===== config.mk =====
export PLATFORM = sky130hd
export DESIGN_NAME = fixed_prelu_channelwise
export DESIGN_NICKNAME = d
export VERILOG_FILES = /design/src/rtl/fixed_prelu_channelwise_pkg.sv /design/src/rtl/fixed_prelu_lane.sv /design/src/rtl/fixed_prelu_channelwise.sv
export SDC_FILE = /design/constraint.sdc
export NUM_CORES = 1
export LEC_CHECK = 0
export CORE_MARGIN = 1.5
export CORE_UTILIZATION = 55
export CTS_CLUSTER_SIZE = 24
export DETAILED_ROUTE_END_ITERATION = 10
export GPL_TIMING_DRIVEN = 0
export PLACE_DENSITY = 0.79
export SYNTH_ARGS = -nofsm -noshare
export SYNTH_HDL_FRONTEND = slang
export SYNTH_SLANG_ARGS = --single-unit

===== constraint.sdc =====
create_clock -name clk -period 5.85 [get_ports clk]
set_input_delay 1.4625 -clock clk [delete_from_list [all_inputs] [get_ports clk]]
set_output_delay 1.4625 -clock clk [all_outputs]
set_load 0.02 [all_outputs]

===== src/rtl/fixed_prelu_channelwise_pkg.sv =====
// Shared constants and types for the channel-wise fixed-point PReLU.
package fixed_prelu_channelwise_pkg;

    // Default rounding shift: number of fractional bits in alpha.
    localparam int unsigned DEF_ALPHA_FRAC   = 4;
    // Default saturation width: total bits of each output lane.
    localparam int unsigned DEF_OUT_WIDTH    = 8;
    // Default depth of the per-channel alpha table.
    localparam int unsigned DEF_NUM_CHANNELS = 4;

    // Index width for a table of n entries; never narrower than one bit.
    function automatic int unsigned idx_width(input int unsigned n);
        return (n > 1) ? $clog2(n) : 1;
    endfunction

    localparam int unsigned CH_IDX_W = idx_width(DEF_NUM_CHANNELS);

    // Channel index for the default table depth.
    typedef logic [CH_IDX_W-1:0] ch_idx_t;

endpackage


===== src/rtl/fixed_prelu_lane.sv =====
// One PReLU lane: positive inputs pass through, non-positive inputs are
// scaled by alpha with round-half-up, then everything saturates to OUT_W.
module fixed_prelu_lane
    import fixed_prelu_channelwise_pkg::*;
#(
    parameter int unsigned IN_W       = 8,
    parameter int unsigned ALPHA_W    = 8,
    parameter int unsigned ALPHA_FRAC = DEF_ALPHA_FRAC,
    parameter int unsigned OUT_W      = DEF_OUT_WIDTH
) (
    input  logic signed [IN_W-1:0]    x,
    input  logic signed [ALPHA_W-1:0] alpha,
    output logic signed [OUT_W-1:0]   y
);

    localparam int unsigned PROD_W = IN_W + ALPHA_W;
    // One guard bit so the rounding add can never wrap.
    localparam int unsigned SUM_W  = PROD_W + 1;
    localparam int unsigned EXT_W  = (SUM_W > OUT_W) ? SUM_W : OUT_W;

    localparam logic signed [SUM_W-1:0] HALF =
        (ALPHA_FRAC > 0) ? (SUM_W'(1) <<< (ALPHA_FRAC - 1)) : '0;
    localparam logic signed [EXT_W-1:0] MAX_OUT =
        EXT_W'((longint'(1) <<< (OUT_W - 1)) - 1);
    localparam logic signed [EXT_W-1:0] MIN_OUT = ~MAX_OUT;

    logic signed [PROD_W-1:0] prod;
    logic signed [SUM_W-1:0]  scaled;
    logic signed [EXT_W-1:0]  pre_sat;
    logic                     positive;

    // Full-width multiply, round-half-up shift, select, then saturate.
    always_comb begin
        positive = !x[IN_W-1] && (x != '0);
        prod     = PROD_W'(x) * PROD_W'(alpha);
        scaled   = (SUM_W'(prod) + HALF) >>> ALPHA_FRAC;
        pre_sat  = positive ? EXT_W'(x) : EXT_W'(scaled);
        if (pre_sat > MAX_OUT) begin
            y = MAX_OUT[OUT_W-1:0];
        end else if (pre_sat < MIN_OUT) begin
            y = MIN_OUT[OUT_W-1:0];
        end else begin
            y = pre_sat[OUT_W-1:0];
        end
    end

endmodule


===== src/rtl/fixed_prelu_channelwise.sv =====
// Channel-wise PReLU over PARALLELISM lanes per beat. Each channel spans
// BEATS_PER_CHANNEL beats and owns one writable alpha entry. Two register
// stages with a single global stall: S1 captures data and alpha at
// acceptance, S2 holds the rounded/saturated result.
module fixed_prelu_channelwise
    import fixed_prelu_channelwise_pkg::*;
#(
    parameter int unsigned DATA_IN_0_PRECISION_0  = 8,
    parameter int unsigned DATA_IN_0_PRECISION_1  = 4,
    parameter int unsigned DATA_OUT_0_PRECISION_0 = DEF_OUT_WIDTH,
    parameter int unsigned DATA_OUT_0_PRECISION_1 = 4,
    parameter int unsigned PARALLELISM            = 4,
    parameter int unsigned BEATS_PER_CHANNEL      = 2,
    parameter int unsigned NUM_CHANNELS           = DEF_NUM_CHANNELS,
    parameter int unsigned ALPHA_PRECISION_0      = 8,
    parameter int unsigned ALPHA_PRECISION_1      = DEF_ALPHA_FRAC,
    parameter int          ALPHA_RESET            = 4,
    localparam int unsigned CHW = idx_width(NUM_CHANNELS)
) (
    input  logic                                                clk,
    input  logic                                                rst,
    input  logic [PARALLELISM-1:0][DATA_IN_0_PRECISION_0-1:0]   data_in_0,
    input  logic                                                data_in_0_valid,
    output logic                                                data_in_0_ready,
    output logic [PARALLELISM-1:0][DATA_OUT_0_PRECISION_0-1:0]  data_out_0,
    output logic                                                data_out_0_valid,
    input  logic                                                data_out_0_ready,
    input  logic                                                alpha_wr_valid,
    input  logic [CHW-1:0]                                      alpha_wr_addr,
    input  logic [ALPHA_PRECISION_0-1:0]                        alpha_wr_data,
    output logic [CHW-1:0]                                      channel_idx
);

    localparam int unsigned BW = idx_width(BEATS_PER_CHANNEL);
    localparam logic [CHW:0] NCH_LIM  = (CHW + 1)'(NUM_CHANNELS);
    localparam logic [CHW-1:0] CH_LAST = CHW'(NUM_CHANNELS - 1);
    localparam logic [BW-1:0] BEAT_LAST = BW'(BEATS_PER_CHANNEL - 1);

    generate
        if (DATA_IN_0_PRECISION_1 != DATA_OUT_0_PRECISION_1) begin : g_bad_frac
            $error("fixed_prelu_channelwise: input and output fractional widths must match");
        end
        if (NUM_CHANNELS < 1) begin : g_bad_nch
            $error("fixed_prelu_channelwise: NUM_CHANNELS must be at least 1");
        end
    endgenerate

    logic [ALPHA_PRECISION_0-1:0] alpha_tab [NUM_CHANNELS];
    logic [CHW-1:0]               ch_cnt;
    logic [BW-1:0]                beat_cnt;

    logic                                               s1_valid;
    logic [PARALLELISM-1:0][DATA_IN_0_PRECISION_0-1:0]  s1_data;
    logic [ALPHA_PRECISION_0-1:0]                       s1_alpha;
    logic [CHW-1:0]                                     s1_ch;

    logic                                               s2_valid;
    logic [PARALLELISM-1:0][DATA_OUT_0_PRECISION_0-1:0] s2_data;
    logic [CHW-1:0]                                     s2_ch;

    logic [PARALLELISM-1:0][DATA_OUT_0_PRECISION_0-1:0] lane_y;
    logic                                               enable;
    logic                                               accept;

    assign enable           = !s2_valid || data_out_0_ready;
    assign accept           = data_in_0_valid && enable;
    assign data_in_0_ready  = enable;
    assign data_out_0       = s2_data;
    assign data_out_0_valid = s2_valid;
    assign channel_idx      = s2_ch;

    // Alpha table: reset to ALPHA_RESET, out-of-range addresses dropped.
    always_ff @(posedge clk or negedge rst) begin
        if (!rst) begin
            for (int unsigned i = 0; i < NUM_CHANNELS; i++) begin
                alpha_tab[i] <= ALPHA_PRECISION_0'(ALPHA_RESET);
            end
        end else if (alpha_wr_valid && ({1'b0, alpha_wr_addr} < NCH_LIM)) begin
            alpha_tab[alpha_wr_addr] <= alpha_wr_data;
        end
    end

    // Beat and channel counters advance on each accepted beat.
    always_ff @(posedge clk or negedge rst) begin
        if (!rst) begin
            beat_cnt <= '0;
            ch_cnt   <= '0;
        end else if (accept) begin
            if (beat_cnt == BEAT_LAST) begin
                beat_cnt <= '0;
                ch_cnt   <= (ch_cnt == CH_LAST) ? '0 : ch_cnt + 1'b1;
            end else begin
                beat_cnt <= beat_cnt + 1'b1;
            end
        end
    end

    // S1: capture lanes, channel and that channel's alpha at acceptance.
    always_ff @(posedge clk or negedge rst) begin
        if (!rst) begin
            s1_valid <= 1'b0;
            s1_data  <= '0;
            s1_alpha <= '0;
            s1_ch    <= '0;
        end else if (enable) begin
            s1_valid <= accept;
            if (accept) begin
                s1_data  <= data_in_0;
                s1_alpha <= alpha_tab[ch_cnt];
                s1_ch    <= ch_cnt;
            end
        end
    end

    for (genvar g = 0; g < PARALLELISM; g++) begin : g_lane
        fixed_prelu_lane #(
            .IN_W       (DATA_IN_0_PRECISION_0),
            .ALPHA_W    (ALPHA_PRECISION_0),
            .ALPHA_FRAC (ALPHA_PRECISION_1),
            .OUT_W      (DATA_OUT_0_PRECISION_0)
        ) u_lane (
            .x     (s1_data[g]),
            .alpha (s1_alpha),
            .y     (lane_y[g])
        );
    end

    // S2: register rounded/saturated lanes; holds while stalled.
    always_ff @(posedge clk or negedge rst) begin
        if (!rst) begin
            s2_valid <= 1'b0;
            s2_data  <= '0;
            s2_ch    <= '0;
        end else if (enable) begin
            s2_valid <= s1_valid;
            if (s1_valid) begin
                s2_data <= lane_y;
                s2_ch   <= s1_ch;
            end
        end
    end

endmodule


# [Word-level counts from Yosys, hierarchy flattened]
# Cells that the tools add are included.
[totals] reg_bits=113 latchBits=0 mem_bits_rw=0 mem_bits_ro=0 in_bits=47 output_inout_bits=36 word_cells=82 memories=0
[op_classes] addsub=6 n_mul=4 n_div=0 order_cmp=11 eq_ne=1 shifts=0 mux=20 bitwise_logic=2 n_reduce_logical=19
[ops] op="$mux W8" count=11
[ops] op="$add A16 B5 Y17 const B" count=4
[ops] op="$gt A17 B8 Y1 const B" count=4
[ops] op="$lt A17 B8 Y1 const B" count=4
[ops] op="$mux W17" count=4
[ops] op="$mul A8 B8 Y16" count=4
[ops] op="$bwmux W32" count=1
[ops] op="$reduce_bool A8 Y1" count=4
[ops] op="$bmux W8 S2" count=1
[ops] op="$demux W8 S2" count=1
[ops] op="$ge A3 B3 Y1 const B" count=2
[ops] op="$logic_and A1 B1 Y1" count=6
[ops] op="$not A2 Y3" count=2
[ops] op="$reduce_and A2 Y1" count=3
[ops] op="$logic_not A1 Y1" count=5
[ops] op="$lt A3 B1 Y1 const B" count=1
[ops] op="$add A2 B1 Y2 const B" count=1
[ops] op="$eq A2 B2 Y1 const B" count=1
[ops] op="$mux W2" count=1
[ops] op="$add A1 B1 Y1 const B" count=1
[ops] op="$logic_or A1 B1 Y1" count=1
[ops] op="$mux W1" count=1

# [Logic depth before layout (Yosys ltp)]
# Gate-level depths: netlist of the first run.
[logic_depth] word_depth=6 ltp_mapped=20 ltp_nobuf=19

# [By module]
# A second synthesis of the first run with hierarchy kept.
[hier_totals] cells_unflattened=1643 area_unflattened_um2=16250.6
[by_module_without_submodules] module="fixed_prelu_channelwise" instances=1 cells_per_inst=255 area_each_um2=4443.0 seq_area_each_um2=2832.7
[by_module_without_submodules] module="fixed_prelu_lane (g_lane[2].u_lane)" instances=1 cells_per_inst=361 area_each_um2=3052.9 seq_area_each_um2=0.0
[by_module_without_submodules] module="fixed_prelu_lane (g_lane[3].u_lane)" instances=1 cells_per_inst=359 area_each_um2=3015.4 seq_area_each_um2=0.0
[by_module_without_submodules] module="fixed_prelu_lane (g_lane[0].u_lane)" instances=1 cells_per_inst=339 area_each_um2=2885.3 seq_area_each_um2=0.0
[by_module_without_submodules] module="fixed_prelu_lane (g_lane[1].u_lane)" instances=1 cells_per_inst=329 area_each_um2=2854.0 seq_area_each_um2=0.0

# [Worst setup path before layout of the first run]
# Ideal clock, no wire load.
[synth_path] path_type="register to register" start="register s1_alpha[6]" end="register s2_data (netlist bit data_out_0[18])" setup_time_ps=77 t_arrival_ps=5034 required_time_ps=5773 setup_slack_ps=739 stages_incl_launch_ff=20 path_buffers=2 synth_period_minus_slack_ps=5111 cell_sequence="dfrtp_1 clkbuf_1 clkbuf_1 nand2_1 fa_1 fa_1 inv_1 fa_1 inv_1 fa_1 inv_1 ha_1 o21ai_0 o21ai_0 a221oi_2 xor2_1 or3_1 nor4_4 o221ai_1 a21oi_1"
[synth_between] elab_chain_len=6 elab_cells_between_ends=7 cone_classes="add/sub: 1; mul: 1; order compare: 2; mux: 3"
[synth_rtl] item="start: declaration" line="fixed_prelu_channelwise.sv:54" source="logic [ALPHA_PRECISION_0-1:0] s1_alpha;"
[synth_rtl] item="start signal: assignment" line="fixed_prelu_channelwise.sv:109" source="s1_alpha <= alpha_tab[ch_cnt];"
[synth_rtl] item="$mul A8 B8 Y16 (*)" line="fixed_prelu_lane.sv:35" source="prod = PROD_W'(x) * PROD_W'(alpha);"
[synth_rtl] item="$add A16 B5 Y17 (*)" line="fixed_prelu_lane.sv:36" source="scaled = (SUM_W'(prod) + HALF) >>> ALPHA_FRAC;"
[synth_rtl] item="$mux W17 (*)" line="fixed_prelu_lane.sv:37" source="pre_sat = positive ? EXT_W'(x) : EXT_W'(scaled);"
[synth_rtl] item="$lt A17 B8 Y1" line="fixed_prelu_lane.sv:40" source="end else if (pre_sat < MIN_OUT) begin"
[synth_rtl] item="$mux W8" line="fixed_prelu_lane.sv:40"
[synth_rtl] item="$mux W8 (*)" line="fixed_prelu_lane.sv:38" source="if (pre_sat > MAX_OUT) begin"
[synth_rtl] item="end signal: assignment" line="fixed_prelu_channelwise.sv:137" source="s2_data <= lane_y;"
[synth_rtl] item="end: declaration" line="fixed_prelu_channelwise.sv:58" source="logic [PARALLELISM-1:0][DATA_OUT_0_PRECISION_0-1:0] s2_data;"
# Every way passes the cells marked *; elsewhere a longest branch is shown, timed or not.
# A chain may end at the register's enable or synchronous reset.

# [Worst setup path after layout of the first run]
[layout_path] start="register s1_alpha[7]" end="register s2_data (netlist bit data_out_0[18])"
# Same word-level chain as after synthesis.

==> impl_metrics.ini, run 1 <==
[hold_path]
worstHoldStart = s1_ch[1]$_DFFE_PN0P_
whs_path_depth = 2
worst_hold_path_type = reg -> reg
hold_end = channel_idx[1]$_DFFE_PN0P_

[synth]
synth.area.top_cells = fa_1 (30%), dfrtp_1 (18%), ha_1 (8.8%)
ys.flop_type = dfrtp_1
synth_top_cells_by_count = inv_1 (339), fa_1 (232), and2_1 (151), dfrtp_1 (109), ha_1 (109)
synth.most_common_cell = inv_1
synthDistinctLibCells = 74
yosys.area.top_type = fa_1
ys_ff_latch = 113
async_flop_share_pct = 100
yosys_warnings = 0
yosysSeqAreaShare_pct = 18.2
syn_avg_cell_area_um2 = 9.73
yosysTopAreaCellShare_pct = 29.9
synth_edf_count = 0
synth_nets = 1987
syn_inst = 1599
netlist_area_um2 = 15600

[sta]
timing.final.crit_period_ns = 5.60
fmax_mhz = 179
skew_ns = 0.0169
worstMarginPinSlew_ns = 1.08
hold_slack_ns = 0.465
fin_setup_tns_ns = 0
layout_setup_ws_ns = 0.254
max_slew_margin_pct = 28.1
drv_slew = 0
final-setup-viol-count = 0
hold_viol = 0
timing.final.crit_share_pct = 95.7

[setup_path]
cp_data_required_time_ns = 6.20
cp_slowest_cell = dfrtp_4
worstSetupStartpoint = s1_alpha[7]$_DFFE_PN0P_
worstReg2RegEnd = data_out_0[18]$_DFFE_PN0P_
critPathMaxFanout = 10
ff2ff_path_depth = 16
cp_cell_sequence = buf_2, nor2b_1, fa_1, fa_1, fa_1, fa_1, ha_1, o21ai_0, a21oi_1, a221oi_2, xor2_1, or3_1, nor4_4, buf_4, o221ai_1, a21oi_1
regToRegStartpoint = s1_alpha[7]$_DFFE_PN0P_
arrival_ns = 5.95
cp-start-kind = flip-flop
r2r_setup_slack_ns = 0.25
path_common_cell = fa_1
end_kind = flip-flop
cpPeakStageDelay_ns = 0.55
critPathKind = reg -> reg

[finish]
areaGrowthSynthToFinish_pct = 12.9
fin_util_pct = 63.2
drive_above_1_share_pct = 10.9
fill_cells = 2265
diodes = 0
final_net_count = 2088

[clocking]
clock_path_buffers = 2
clkTransAtPathRegs_ns = 0.07
cts-root-buf = clkbuf_16
ctsHoldBuffers = 0
cts_tree = built
numCtsBuffers = 17
h-tree-depth = 4
clk_latency_ns = 0.44
cts.sinks = 113

[die]
die_y_um = 171
start_util_pct = 56.0
num_io_pins = 83
rows = 61
die_x_um = 171
fp.coreArea_um2 = 27800
die_area_um2 = 29300

[placement]
port-buffer-count = 82
hpwlAfterDp_um = 28200
place_ws_ns = -0.314
globalplace.congestion = 0.866

[global_route]
grt_max_degree = 74
grt.total_usage_pct = 27.5
grt_pass1_vias = 12400
grt_antenna_before_repair = 0
grt-ovfl-total = 0
grt_pass1_wl_um = 61600

[drt]
ant_nets = 0
via_count = 11500
vias_per_cell = 5.49
wl_um = 37200
drtIter0Drc = 635
wire_per_inst_um = 17.8
drc = 0
dr.pass1.iters = 5

[run]
maxCapViolCount = 0

[status]
status = finished clean
## repair_timing
action / in CTS / in global routing
setup endpoints to repair: 29 / 30
pin swaps: 0 / 2
buffers inserted: 0 / 3
endpoints found under the hold margin: 0 / 0
gates resized for setup: 7 / 52
## flip-flops by register name, indices dropped and copies added (netlist names), 2 cells and up
name,count
s1_data,32
alpha_tab,32
data_out_0,32
s1_ch,2
ch_cnt,2
s1_alpha,8
channel_idx,2
## through the flow
| step | instances | cell area, um^2 |
|---|---|---|
| 2_1_floorplan | 1599 | 15600 |
| 5_1_grt | 2091 | 17600 |
| 3_5_place_dp | 2060 | 16900 |
| 4_1_cts | 2091 | 17500 |
| 6_report | 2091 | 17600 |
| 3_3_place_gp | 2059 | 16800 |
## how the worst max path moves through the flow
| stage | endpoint | slack, ns | depth (start not counted) |
|---|---|---|---|
| 6_report | data_out_0[18]$_DFFE_PN0P_ | 0.25 | 16 |
| 3_3_place_gp | alpha_tab[12]$_DFFE_PN0P_ | -1.08 | 1 |
| 3_5_place_dp | data_out_0[18]$_DFFE_PN0P_ | -0.31 | 19 |
| 2_1_floorplan | data_out_0[18]$_DFFE_PN0P_ | 0.74 | 19 |
| 5_1_grt | data_out_0[18]$_DFFE_PN0P_ | -0.04 | 17 |
| 4_1_cts | data_out_0[18]$_DFFE_PN0P_ | 0.007 | 18 |
## critical path: cells and delay by family, from the launching register on
family | cells | cell delay, ns
buffers and inverters | 2 | 0.51
xor gates and xnor gates | 1 | 0.13
and+or+nand+nor | 3 | 0.83
AOI/OAI and AO/OA | 5 | 1.13
DFF | 1 | 0.55
adders and majority gates | 5 | 2.38
## layout by cell type (no fill, tap or decap), types with 21 or more instances in the layout
master	count
o21ai_0	30
ha_1	108
a21oi_1	39
xnor2_1	34
and2_1	151
fa_1	231
clkbuf_1	43
a21o_1	21
nor2b_1	26
mux2_2	85
nand2_1	97
nor2_1	45
dfrtp_1	105
inv_1	339
clkdlybuf4s50_1	81
## layer usage
layer	GRT usage, %	vias up	wire length [um]
met3	4.77	90	2100
li1	-	5216	-
met5	0	-	0
met4	9.42	0	1180
met2	47.3	359	18300
met1	34.9	5821	15700
## cell type report
| type | count | area [um^2] | area share [%] |
|---|---|---|---|
| repair buffers | 86 | 872 | 4.97 |
| plain buffers | 68 | 305 | 1.74 |
| clock buffers | 17 | 425 | 2.42 |
| clock inverters | 15 | 198 | 1.13 |
| inverters | 339 | 1270 | 7.25 |
| multi-input cells | 1075 | 11200 | 63.6 |
| flip-flops and latches | 113 | 2840 | 16.2 |
| well taps | 378 | 473 | 2.69 |
## cells by family after synthesis
group                      after synthesis  share of synthesized area (%)
AOI/OAI and AO/OA                      184                           8.69
xor gates and xnor gates                53                           2.98
adders and majority gates              341                           38.6
buffers and inverters                  411                           9.98
DFF                                    113                           18.2
muxes                                   98                           7.64
and+or+nand+nor                        399                           13.9
Power of run 1 is left out: the tool's default activity adds up to more than one toggle a clock period on the data nets, which glitch-free logic cannot reach.
==> inputs of run 2 (changes only) <==
CAP_MARGIN = 20   (was unset)
TNS_END_PERCENT = 10   (was unset)
==> impl_metrics.ini, run 2 (synthesis results as in run 1) <==
[setup_path]
critPathMaxFanout = 10
cp_data_required_time_ns = 6.22
end_kind = flip-flop
ff2ff_path_depth = 19
cp-start-kind = flip-flop
arrival_ns = 5.98
critPathKind = reg -> reg

[finish]
areaGrowthSynthToFinish_pct = 13.0
multi_input_area_um2 = 11200
final_net_count = 2094
diodes = 0
drive_above_1_share_pct = 11.1
final_common_cell = inv_1
final_cell_mix = inv_1 (339), fa_1 (230), and2_1 (151)
fill_cells = 2247
seq_area_um2 = 2840

[drt]
wl_um = 36900
drc = 0
vias_per_cell = 5.47
ant_nets = 0
drtIter0Drc = 617
wire_per_inst_um = 17.6
dr.pass1.iters = 5
via_count = 11500

[clocking]
h-tree-depth = 4
numCtsBuffers = 17
ctsHoldBuffers = 0
cts.sinks = 113
clkTransAtPathRegs_ns = 0.06
cts-root-buf = clkbuf_16
cts_tree = built
clock_path_buffers = 2
clk_latency_ns = 0.45

[global_route]
grt-ovfl-total = 0
grt_max_degree = 74
gr-usage-met1_pct = 34.3
grt_pass1_vias = 12400
globalRouteMet3Util_pct = 5.27
met2_usage_pct = 46.1
grt.total_usage_pct = 27.3
grt_busiest_layer = met2
grt_pass1_wl_um = 61000
grt_antenna_before_repair = 0

[sta]
worstMarginPinSlew_ns = 1.04
timing.final.crit_period_ns = 5.61
fmax_mhz = 178
fin_setup_tns_ns = 0
hold_viol = 0
final-setup-viol-count = 0
max_slew_margin_pct = 30.7
drv_slew = 0
timing.final.crit_share_pct = 96.0
skew_ns = 0.0136

[placement]
hpwlAfterDp_um = 28300
port-buffer-count = 82
globalplace.congestion = 0.866

[die]
fp.coreArea_um2 = 27800
die_y_um = 171
num_io_pins = 83
die_x_um = 171
start_util_pct = 56.0
die_area_um2 = 29300
rows = 61

[hold_path]
worst_hold_path_type = reg -> reg
whs_path_depth = 2

[run]
maxCapViolCount = 0

[status]
status = finished clean
run 2: cell types whose count changed in the layout (fill, tap and decap cells not counted), moves of 2 or more:
| cell | before | now |
|---|---|---|
| inv_6 | 5 | 0 |
| inv_8 | 2 | 0 |
| clkbuf_4 | 5 | 3 |
| buf_2 | 5 | 9 |
| clkinv_2 | 0 | 3 |
| buf_4 | 6 | 10 |
| clkbuf_1 | 43 | 47 |
run 2: final cells by class:
type                            count  area share (%)
Sequential cell                   113            16.2
Clock inverter                     10           0.783
Tap cell                          378            2.69
Multi-Input combinational cell   1075            63.6
Timing Repair Buffer               91            5.16
Clock buffer                       22            2.58
Buffer                             69            1.74
Inverter                          339            7.24
run 2: stage by stage:
step	instance area [um^2]	hold WS, ns	std cells	setup slack [ns]	utilization, %
global route	17600	0.487	2097	-0.0302	63.3
finish	17600	0.469	2097	0.237	63.3
global placement	16800	0.444	2059	-1.08	60.6
floorplan	15600	0.433	1599	0.739	-
CTS	17500	0.467	2092	0.00102	62.9
detailed placement	16900	0.452	2061	-0.339	60.8
run 2: timing repair:
action / in CTS / in global routing
pin swaps: 0 / 4
endpoints found under the setup margin: 28 / 27
buffers inserted: 0 / 7
resized for setup: 11 / 50
hold endpoints to repair: 0 / 0
run 2: metal layers:
layer	up-vias	routed length [um]	part of all wire [%]
li1	5230	-	-
met1	5754	15400	42
met2	390	17700	48
met3	106	2500	6.8
met4	0	1410	3.8
met5	-	0	0
run 2: final timing paths:
kind,start,slack (ns),endpoint
worst max-delay path,s1_alpha[4]$_DFFE_PN0P_,0.24,data_out_0[18]$_DFFE_PN0P_
worst min-delay path,s1_ch[1]$_DFFE_PN0P_,0.47,channel_idx[1]$_DFFE_PN0P_
worst max register to register,s1_alpha[4]$_DFFE_PN0P_,0.24,data_out_0[18]$_DFFE_PN0P_
worst min register to register,s1_ch[1]$_DFFE_PN0P_,0.47,channel_idx[1]$_DFFE_PN0P_
max in group asynchronous,rst,4.16,alpha_tab[26]$_DFFE_PN1P_
min in group asynchronous,rst,0.93,data_out_0[7]$_DFFE_PN0P_
run 2: worst max-delay path, cell delays in order, from the launching register on:
cell and delay, ns:
dfrtp_1 0.49, buf_2 0.28, and2_1 0.22, fa_1 0.53
inv_1 0.05, fa_1 0.48, inv_1 0.05, fa_1 0.52
inv_1 0.05, fa_1 0.52, inv_1 0.04, ha_1 0.35
o21ai_1 0.19, o21ai_1 0.11, a221oi_2 0.33, xor2_1 0.13
or3_1 0.40, nor4_4 0.36, o221ai_1 0.23, a21oi_2 0.19
Power of run 2 is left out for the same reason.
